$ cat config.mk
export PLATFORM = sky130hd
export DESIGN_NAME = serial_adder
export DESIGN_NICKNAME = d
export VERILOG_FILES = /design/src/rtl/serial_adder.sv
export SDC_FILE = /design/constraint.sdc
export NUM_CORES = 1
export LEC_CHECK = 0
export BUFFER_PORTS_ARGS = -buffer_cell sky130_fd_sc_hd__clkbuf_2
export CAP_MARGIN = 15
export CORE_UTILIZATION = 40
export CTS_CLUSTER_DIAMETER = 200
export DETAILED_ROUTE_END_ITERATION = 6
export GPL_TIMING_DRIVEN = 0
export PLACE_DENSITY_LB_ADDON = 0.25
export SYNTH_ARGS = -nofsm -noshare
export SYNTH_HDL_FRONTEND = slang
export SYNTH_SLANG_ARGS = --single-unit
export TNS_END_PERCENT = 5
$ cat constraint.sdc
create_clock -name clk -period 1.1 [get_ports clk]
set_input_delay 0.22 -clock clk [delete_from_list [all_inputs] [get_ports clk]]
set_output_delay 0.22 -clock clk [all_outputs]
set_load 0.01 [all_outputs]
$ cat src/rtl/serial_adder.sv
// Bit-serial adder: one operand bit pair per clock through a single full-adder cell,
// LSB first, with a carry flip-flop between cycles and a one-cycle done pulse.

module full_adder (
    input  logic a_i,
    input  logic b_i,
    input  logic c_i,
    output logic s_o,
    output logic c_o
);
    assign s_o = a_i ^ b_i ^ c_i;
    assign c_o = (a_i & b_i) | (a_i & c_i) | (b_i & c_i);
endmodule

module serial_adder #(
    parameter int unsigned WIDTH = 8
) (
    input  logic             clk,
    input  logic             reset,
    input  logic             start,
    input  logic [WIDTH-1:0] a,
    input  logic [WIDTH-1:0] b,
    input  logic             carry_in,
    output logic             busy,
    output logic             done,
    output logic [WIDTH-1:0] sum,
    output logic             carry_out,
    output logic             overflow
);
    localparam int unsigned CW = $clog2(WIDTH + 1);
    localparam logic [CW-1:0] LAST = CW'(WIDTH - 1);

    typedef enum logic {IDLE, RUN} state_t;

    state_t           state_q, state_d;
    logic [WIDTH-1:0] opa_q, opa_d;
    logic [WIDTH-1:0] opb_q, opb_d;
    logic [WIDTH-1:0] sh_q, sh_d;
    logic [WIDTH-1:0] sum_q, sum_d;
    logic [CW-1:0]    cnt_q, cnt_d;
    logic             carry_q, carry_d;
    logic             cout_q, cout_d;
    logic             ovf_q, ovf_d;
    logic             done_q, done_d;
    logic             fa_s, fa_c;

    full_adder u_fa (
        .a_i (opa_q[0]),
        .b_i (opb_q[0]),
        .c_i (carry_q),
        .s_o (fa_s),
        .c_o (fa_c)
    );

    always_comb begin
        state_d = state_q;
        opa_d   = opa_q;
        opb_d   = opb_q;
        sh_d    = sh_q;
        sum_d   = sum_q;
        cnt_d   = cnt_q;
        carry_d = carry_q;
        cout_d  = cout_q;
        ovf_d   = ovf_q;
        done_d  = 1'b0;
        unique case (state_q)
            IDLE: begin
                if (start) begin
                    opa_d   = a;
                    opb_d   = b;
                    carry_d = carry_in;
                    cnt_d   = '0;
                    state_d = RUN;
                end
            end
            RUN: begin
                // Shift-then-insert keeps the same form legal for WIDTH = 1.
                sh_d          = sh_q >> 1;
                sh_d[WIDTH-1] = fa_s;
                opa_d         = opa_q >> 1;
                opb_d         = opb_q >> 1;
                carry_d       = fa_c;
                cnt_d         = cnt_q + CW'(1);
                if (cnt_q == LAST) begin
                    sum_d   = sh_d;
                    cout_d  = fa_c;
                    ovf_d   = carry_q ^ fa_c;
                    done_d  = 1'b1;
                    state_d = IDLE;
                end
            end
            default: state_d = IDLE;
        endcase
    end

    always_ff @(posedge clk) begin
        if (reset) begin
            state_q <= IDLE;
            opa_q   <= '0;
            opb_q   <= '0;
            sh_q    <= '0;
            sum_q   <= '0;
            cnt_q   <= '0;
            carry_q <= 1'b0;
            cout_q  <= 1'b0;
            ovf_q   <= 1'b0;
            done_q  <= 1'b0;
        end else begin
            state_q <= state_d;
            opa_q   <= opa_d;
            opb_q   <= opb_d;
            sh_q    <= sh_d;
            sum_q   <= sum_d;
            cnt_q   <= cnt_d;
            carry_q <= carry_d;
            cout_q  <= cout_d;
            ovf_q   <= ovf_d;
            done_q  <= done_d;
        end
    end

    assign busy      = (state_q == RUN);
    assign done      = done_q;
    assign sum       = sum_q;
    assign carry_out = cout_q;
    assign overflow  = ovf_q;
endmodule

==> flow_summary.json, run 1 <==
{
  "synth_seq_cells": 40,
  "diodes": 0,
  "htree_levels": 2,
  "synth_edf_count": 0,
  "fin_skew_ps": 8.583,
  "cts_max_path_buffers": 2,
  "min_period_ps": 1227,
  "yosys_warnings": 0,
  "final_max_slew_viol_count": 0,
  "cp-start-kind": "register",
  "worst_path_max_delay_cell": "dfxtp_2",
  "syn_to_final_growth_pct": 25.35,
  "grt_pass1_vias": 1227,
  "syn-cell-area_sq_mm": 0.001619,
  "violations": "setup timing",
  "timing.reg2reg.setup_slack_ps": -130,
  "status": "finished with violations",
  "tightest_slew_ps": 496.4,
  "cts_root_buffer": "clkbuf_8",
  "rsz0062_at_grt": "true",
  "synth_area_per_cell_sq_um": 10.94,
  "fill_cells": 352,
  "start_util_pct": 42.93,
  "multi_input_area_sq_um": 770.7,
  "viasPerCell": 4.979,
  "synthDistinctLibCells": 22,
  "stdcell_area_sq_mm": 0.002029,
  "seqCellArea_sq_um": 808.3,
  "finalHoldViolations": 0,
  "synthCells": 148,
  "wl_um": 3081,
  "ir_drop_uv": 905.9,
  "ant_nets": 0,
  "seq_area_frac_synth_pct": 49.46,
  "min-delay-start": "b[7]",
  "synth_ff_type": "dfxtp_1",
  "drt_iter0_drc": 43,
  "vias": 1190,
  "cp.arrival_ps": 1410,
  "drc_errors": 0,
  "post-dp-hpwl_um": 2196,
  "cp_num_buf_inv": 1,
  "endpoint_kind": "register",
  "critical_path.reg2reg.startpoint": "cnt_q[0]$_SDFFE_PP0P_",
  "avgRoutedWirePerCell_um": 12.89,
  "antenna_found_initial": 0,
  "path_cells": "ha_4 > nand4b_1 > nor2b_4 > buf_6 > a22o_1",
  "die_y_um": 65.62,
  "synth_area_leaders": "dfxtp_1 49%, mux2i_1 15%, mux2_2 10%",
  "relSlewSlack_pct": 66.91,
  "ios": 32,
  "worstSetupPathType": "register to register",
  "synth_most_common_cell": "dfxtp_1",
  "place_inst": 227,
  "synth_nets": 170,
  "cpLargestDelayFamily": "flip-flops",
  "final_cells": 239,
  "grt_overflow_total": 0,
  "synthTopCellsByCount": "40 x dfxtp_1, 26 x nor2_1, 24 x mux2i_1",
  "leakagePower_nw": 0.9183,
  "holdPathStages": 3,
  "clock_latency_ps": 290,
  "ys_async_sr_fraction_pct": 0,
  "max_stage_delay_ps": 350,
  "grt_pass1_wl_um": 5547,
  "die-width_um": 65.62,
  "core-area_sq_mm": 0.003771,
  "r2r_end": "sum[0]$_SDFFE_PP0P_",
  "cts_hold_buf": 0,
  "path_clk_slew_ps": 80,
  "cap_violations": 0,
  "dieArea_sq_mm": 0.004306,
  "fin_nets": 212,
  "critical_path_required_ps": 1290,
  "power.total_mw": 3.055,
  "rows": 22,
  "synth_top_cell_area_share_pct": 49.46,
  "drt_pass1_iterations": 4,
  "rr_worst_depth": 5,
  "max_freq_mhz": 815.2,
  "cp-startpoint": "cnt_q[0]$_SDFFE_PP0P_",
  "setup-violations-final": 10,
  "gp_congestion": 0.7021,
  "fin_crit_sh_pct": 111.5,
  "yosysTopAreaCell": "dfxtp_1",
  "dpl_cell_area_sq_mm": 0.001862,
  "cellPowerDensity_mw_per_mm2": 1505,
  "setup_ws_ps": -126.7,
  "cts_sinks": 40,
  "cts_tree": "done",
  "holdPathEnd": "opb_q[7]$_SDFFE_PP0P_",
  "grt_start_max_net_pins": 15,
  "drive_gt1_share_pct": 40.84,
  "portBuffers": 31,
  "path_max_fanout": 5,
  "dpl_worst_slack_ps": -153.0,
  "cts_buffers": 5,
  "grt_usage_pct": 17.14,
  "holdCritPathClass": "primary input to register"
}
## stage by stage
| stage | setup TNS, ps | utilization [%] | hold slack [ps] |
|---|---|---|---|
| 5_1_grt | -2303 | 53.82 | 253.8 |
| 3_3_place_gp | -3594 | 49.37 | 449.7 |
| 4_1_cts | -1070 | 53.58 | 227.9 |
| 2_1_floorplan | -356.6 | - | 415.3 |
| 6_report | -1046 | 53.82 | 230.9 |
| 3_5_place_dp | -4270 | 49.37 | 467.5 |
## flip-flops by register name, summed over array words and instances (netlist names), 4 cells and up
register and count:
sh_q 7, opa_q 8, opb_q 8, sum 8
cnt_q 4
## metal layers
metal	up-vias	routed length, um	GRT usage (%)
met2	27	1495	29.34
met5	-	0	0
li1	597	-	-
met3	4	126	4.688
met4	0	40	6.522
met1	562	1419	20.09
## timing repair
item	in CTS	in global routing
gates cloned	1	0
gates resized for setup	6	4
endpoints found under the setup margin	33	31
buffers inserted	3	0
pin swaps	2	0
## power breakdown
group	switching [mW]	internal, mW
clock network	0.518	0.683
logic	0.148	0.172
registers	0.0320	1.50
total	0.698	2.36
## cell families (layout without fill, tap and decap cells)
kind of cell | after synthesis | count (layout) | synth area share (%)
xor gates and xnor gates | 2 | 2 | 1.082
adders and majority gates | 2 | 2 | 2.009
buffers and inverters | 13 | 56 | 4.637
and+or+nand+nor | 35 | 35 | 9.505
AOI/OAI and AO/OA | 17 | 17 | 8.037
DFF | 40 | 40 | 49.46
muxes | 39 | 39 | 25.27
## worst max path at each step
stage	to	slack, ps	cells after the start
2_1_floorplan	overflow$_SDFFE_PP0P_	-40	3
3_3_place_gp	opa_q[0]$_SDFFE_PP0P_	-130	4
3_5_place_dp	cnt_q[2]$_SDFFE_PP0P_	-150	4
4_1_cts	sum[0]$_SDFFE_PP0P_	-130	5
5_1_grt	sum[2]$_SDFFE_PP0P_	-180	5
6_report	sum[0]$_SDFFE_PP0P_	-130	5
## worst reg2reg max path, cell delays in order, from the launching register on
cell      delay (ps)
dfxtp_2          350
ha_4             130
nand4b_1         130
nor2b_4          180
buf_6            120
a22o_1           210
## area by class of cell
class / count / share of cell area, %
multi-input cells: 95 / 37.98
repair buffers: 35 / 9.309
flip-flops and latches: 40 / 39.83
inverters: 2 / 0.3699
clock inverters: 3 / 2.343
well taps: 48 / 2.959
clock buffers: 5 / 3.391
plain buffers: 11 / 3.822
## cell usage in the layout (no fill, tap or decap), drive strengths merged
master / count
a211oi: 1
a21oi: 4
a22o: 10
buf: 14
bufinv: 1
clkbuf: 37
clkinv: 2
dfxtp: 40
fa: 1
ha: 1
inv: 2
mux2: 15
mux2i: 24
nand2: 1
nand3: 1
nand4b: 1
nor2: 26
nor2b: 1
nor3: 2
nor3b: 3
o21a: 2
xor2: 2
No activity file was read; power rests on OpenSTA's default activity.
==> run 2: changes to the inputs <==
clock period = 1.6 ns   (was 1.1 ns; I/O delays follow)
==> flow_summary.json, run 2 (same netlist as run 1, synthesis figures left out) <==
{
  "portBuffers": 31,
  "cts_buffers": 5,
  "critical_path.reg2reg.startpoint": "cnt_q[0]$_SDFFE_PP0P_",
  "fill_cells": 336,
  "post-cts-setup-buffers": 0,
  "gp_congestion": 0.6646,
  "drc_errors": 0,
  "cts_hold_buf": 0,
  "vias": 1187,
  "place_inst": 227,
  "final_max_slew_viol_count": 0,
  "holdPathEnd": "opa_q[7]$_SDFFE_PP0P_",
  "final_common_cell": "dfxtp_1",
  "final_cells": 235,
  "ir_drop_uv": 655.4,
  "cts_sinks": 40,
  "syn_to_final_growth_pct": 23.11,
  "r2r_end": "sum[7]$_SDFFE_PP0P_",
  "rsz0062_at_grt": "false",
  "routed.top_layer": "met4",
  "tightest_slew_ps": 478.0,
  "cts_tree": "done",
  "cp.arrival_ps": 1540,
  "power.total_mw": 2.394,
  "ios": 32,
  "die_y_um": 65.62,
  "ant_nets": 0,
  "fin_crit_sh_pct": 84.66,
  "cts_resized": 0,
  "start_util_pct": 42.93,
  "grt_usage_pct": 17.23,
  "wl_um": 3130,
  "dieArea_sq_mm": 0.004306,
  "cts_root_buffer": "clkbuf_8",
  "diodes": 0,
  "cellPowerDensity_mw_per_mm2": 1201,
  "fin_nets": 208,
  "leakagePower_nw": 0.9052,
  "hold_ws_ps": 323.5,
  "drt_pass1_iterations": 4,
  "cp-start-kind": "register",
  "cts_max_path_buffers": 2,
  "grt_start_max_net_pins": 14,
  "grt_pass1_wl_um": 5457,
  "setup-violations-final": 0,
  "viasPerCell": 5.051,
  "grt_overflow_total": 0,
  "htree_levels": 2,
  "min_period_ps": 1355,
  "worstSetupPathType": "register to register",
  "rows": 22,
  "min-delay-start": "a[7]",
  "max_freq_mhz": 738.3,
  "core-area_sq_mm": 0.003771,
  "antenna_found_initial": 0,
  "clock_latency_ps": 290,
  "path_max_fanout": 10,
  "holdPathStages": 3,
  "rr_worst_depth": 5,
  "endpoint_kind": "register",
  "setup_tns_ps": 0,
  "timing.reg2reg.setup_slack_ps": 250,
  "cap_violations": 0,
  "post-dp-hpwl_um": 2250,
  "die-width_um": 65.62,
  "drt_iter0_drc": 40,
  "wl_met1_um": 1421,
  "fin_skew_ps": 4.682,
  "grt_pass1_vias": 1213,
  "critical_path_required_ps": 1790,
  "finalHoldViolations": 0,
  "drive_gt1_share_pct": 34.22,
  "met2WireLength_um": 1498,
  "avgRoutedWirePerCell_um": 13.32,
  "path_clk_slew_ps": 70,
  "final_cell_mix": "40 x dfxtp_1, 31 x clkbuf_2, 26 x nor2_1",
  "status": "completed",
  "relSlewSlack_pct": 68.14,
  "wl_met3_um": 143,
  "holdCritPathClass": "primary input to register"
}
-- run 2: cell types whose count changed in the layout (fill, tap and decap cells not counted), moves of 2 or more --
cell       delta
buf_4         -7
dfxtp_1       +6
dfxtp_2       -6
buf_2         +4
bufinv_16     +2
clkinv_4      -2
-- run 2: where the power goes --
group	total [mW]	internal [mW]	switching [mW]
Combinational	0.208	0.108	0.0997
Clock	1.13	0.780	0.353
Sequential	1.05	1.03	0.0225
-- run 2: worst max-delay path, cell delays in order, from the launching register on --
cell and delay [ps]:
dfxtp_1 380, ha_1 210, nand4b_1 120, nor2b_1 170, buf_6 140, a22o_1 220
-- run 2: final cells by class --
cell class | instances | area (sq um) | share of cell area, %
buffer | 11 | 67.56 | 3.390
clock buffer | 5 | 68.82 | 3.453
clock inverter | 3 | 90.09 | 4.520
inverter | 2 | 7.507 | 0.3766
multi-input combinational | 95 | 743.2 | 37.29
sequential | 40 | 800.8 | 40.18
tap | 48 | 60.06 | 3.013
timing repair buffer | 31 | 155.1 | 7.784
-- run 2: how the worst max path moves through the flow --
stage	start	endpoint	slack, ps	cells past startpoint
finish	cnt_q[0]$_SDFFE_PP0P_	sum[7]$_SDFFE_PP0P_	250	5
global placement	carry_q$_SDFFE_PP0P_	overflow$_SDFFE_PP0P_	300	3
floorplan	carry_q$_SDFFE_PP0P_	overflow$_SDFFE_PP0P_	350	3
global route	cnt_q[0]$_SDFFE_PP0P_	sum[2]$_SDFFE_PP0P_	130	5
CTS	cnt_q[0]$_SDFFE_PP0P_	sum[7]$_SDFFE_PP0P_	240	5
detailed placement	cnt_q[0]$_SDFFE_PP0P_	carry_out$_SDFFE_PP0P_	250	5
-- run 2: stage by stage --
stage | instance area (sq um) | util, % | worst slack [ps]
2_1_floorplan | 1619 | - | 349.7
3_3_place_gp | 1834 | 48.64 | 296.5
5_1_grt | 1993 | 52.85 | 127.4
6_report | 1993 | 52.85 | 245.5
4_1_cts | 1993 | 52.85 | 238.9
3_5_place_dp | 1834 | 48.64 | 245.6
-- run 2: metal layers --
metal / up-vias / track usage (%)
met5: - / 0
met4: 0 / 8.967
met3: 7 / 4.514
met2: 30 / 29.34
met1: 562 / 19.47
li1: 588 / -
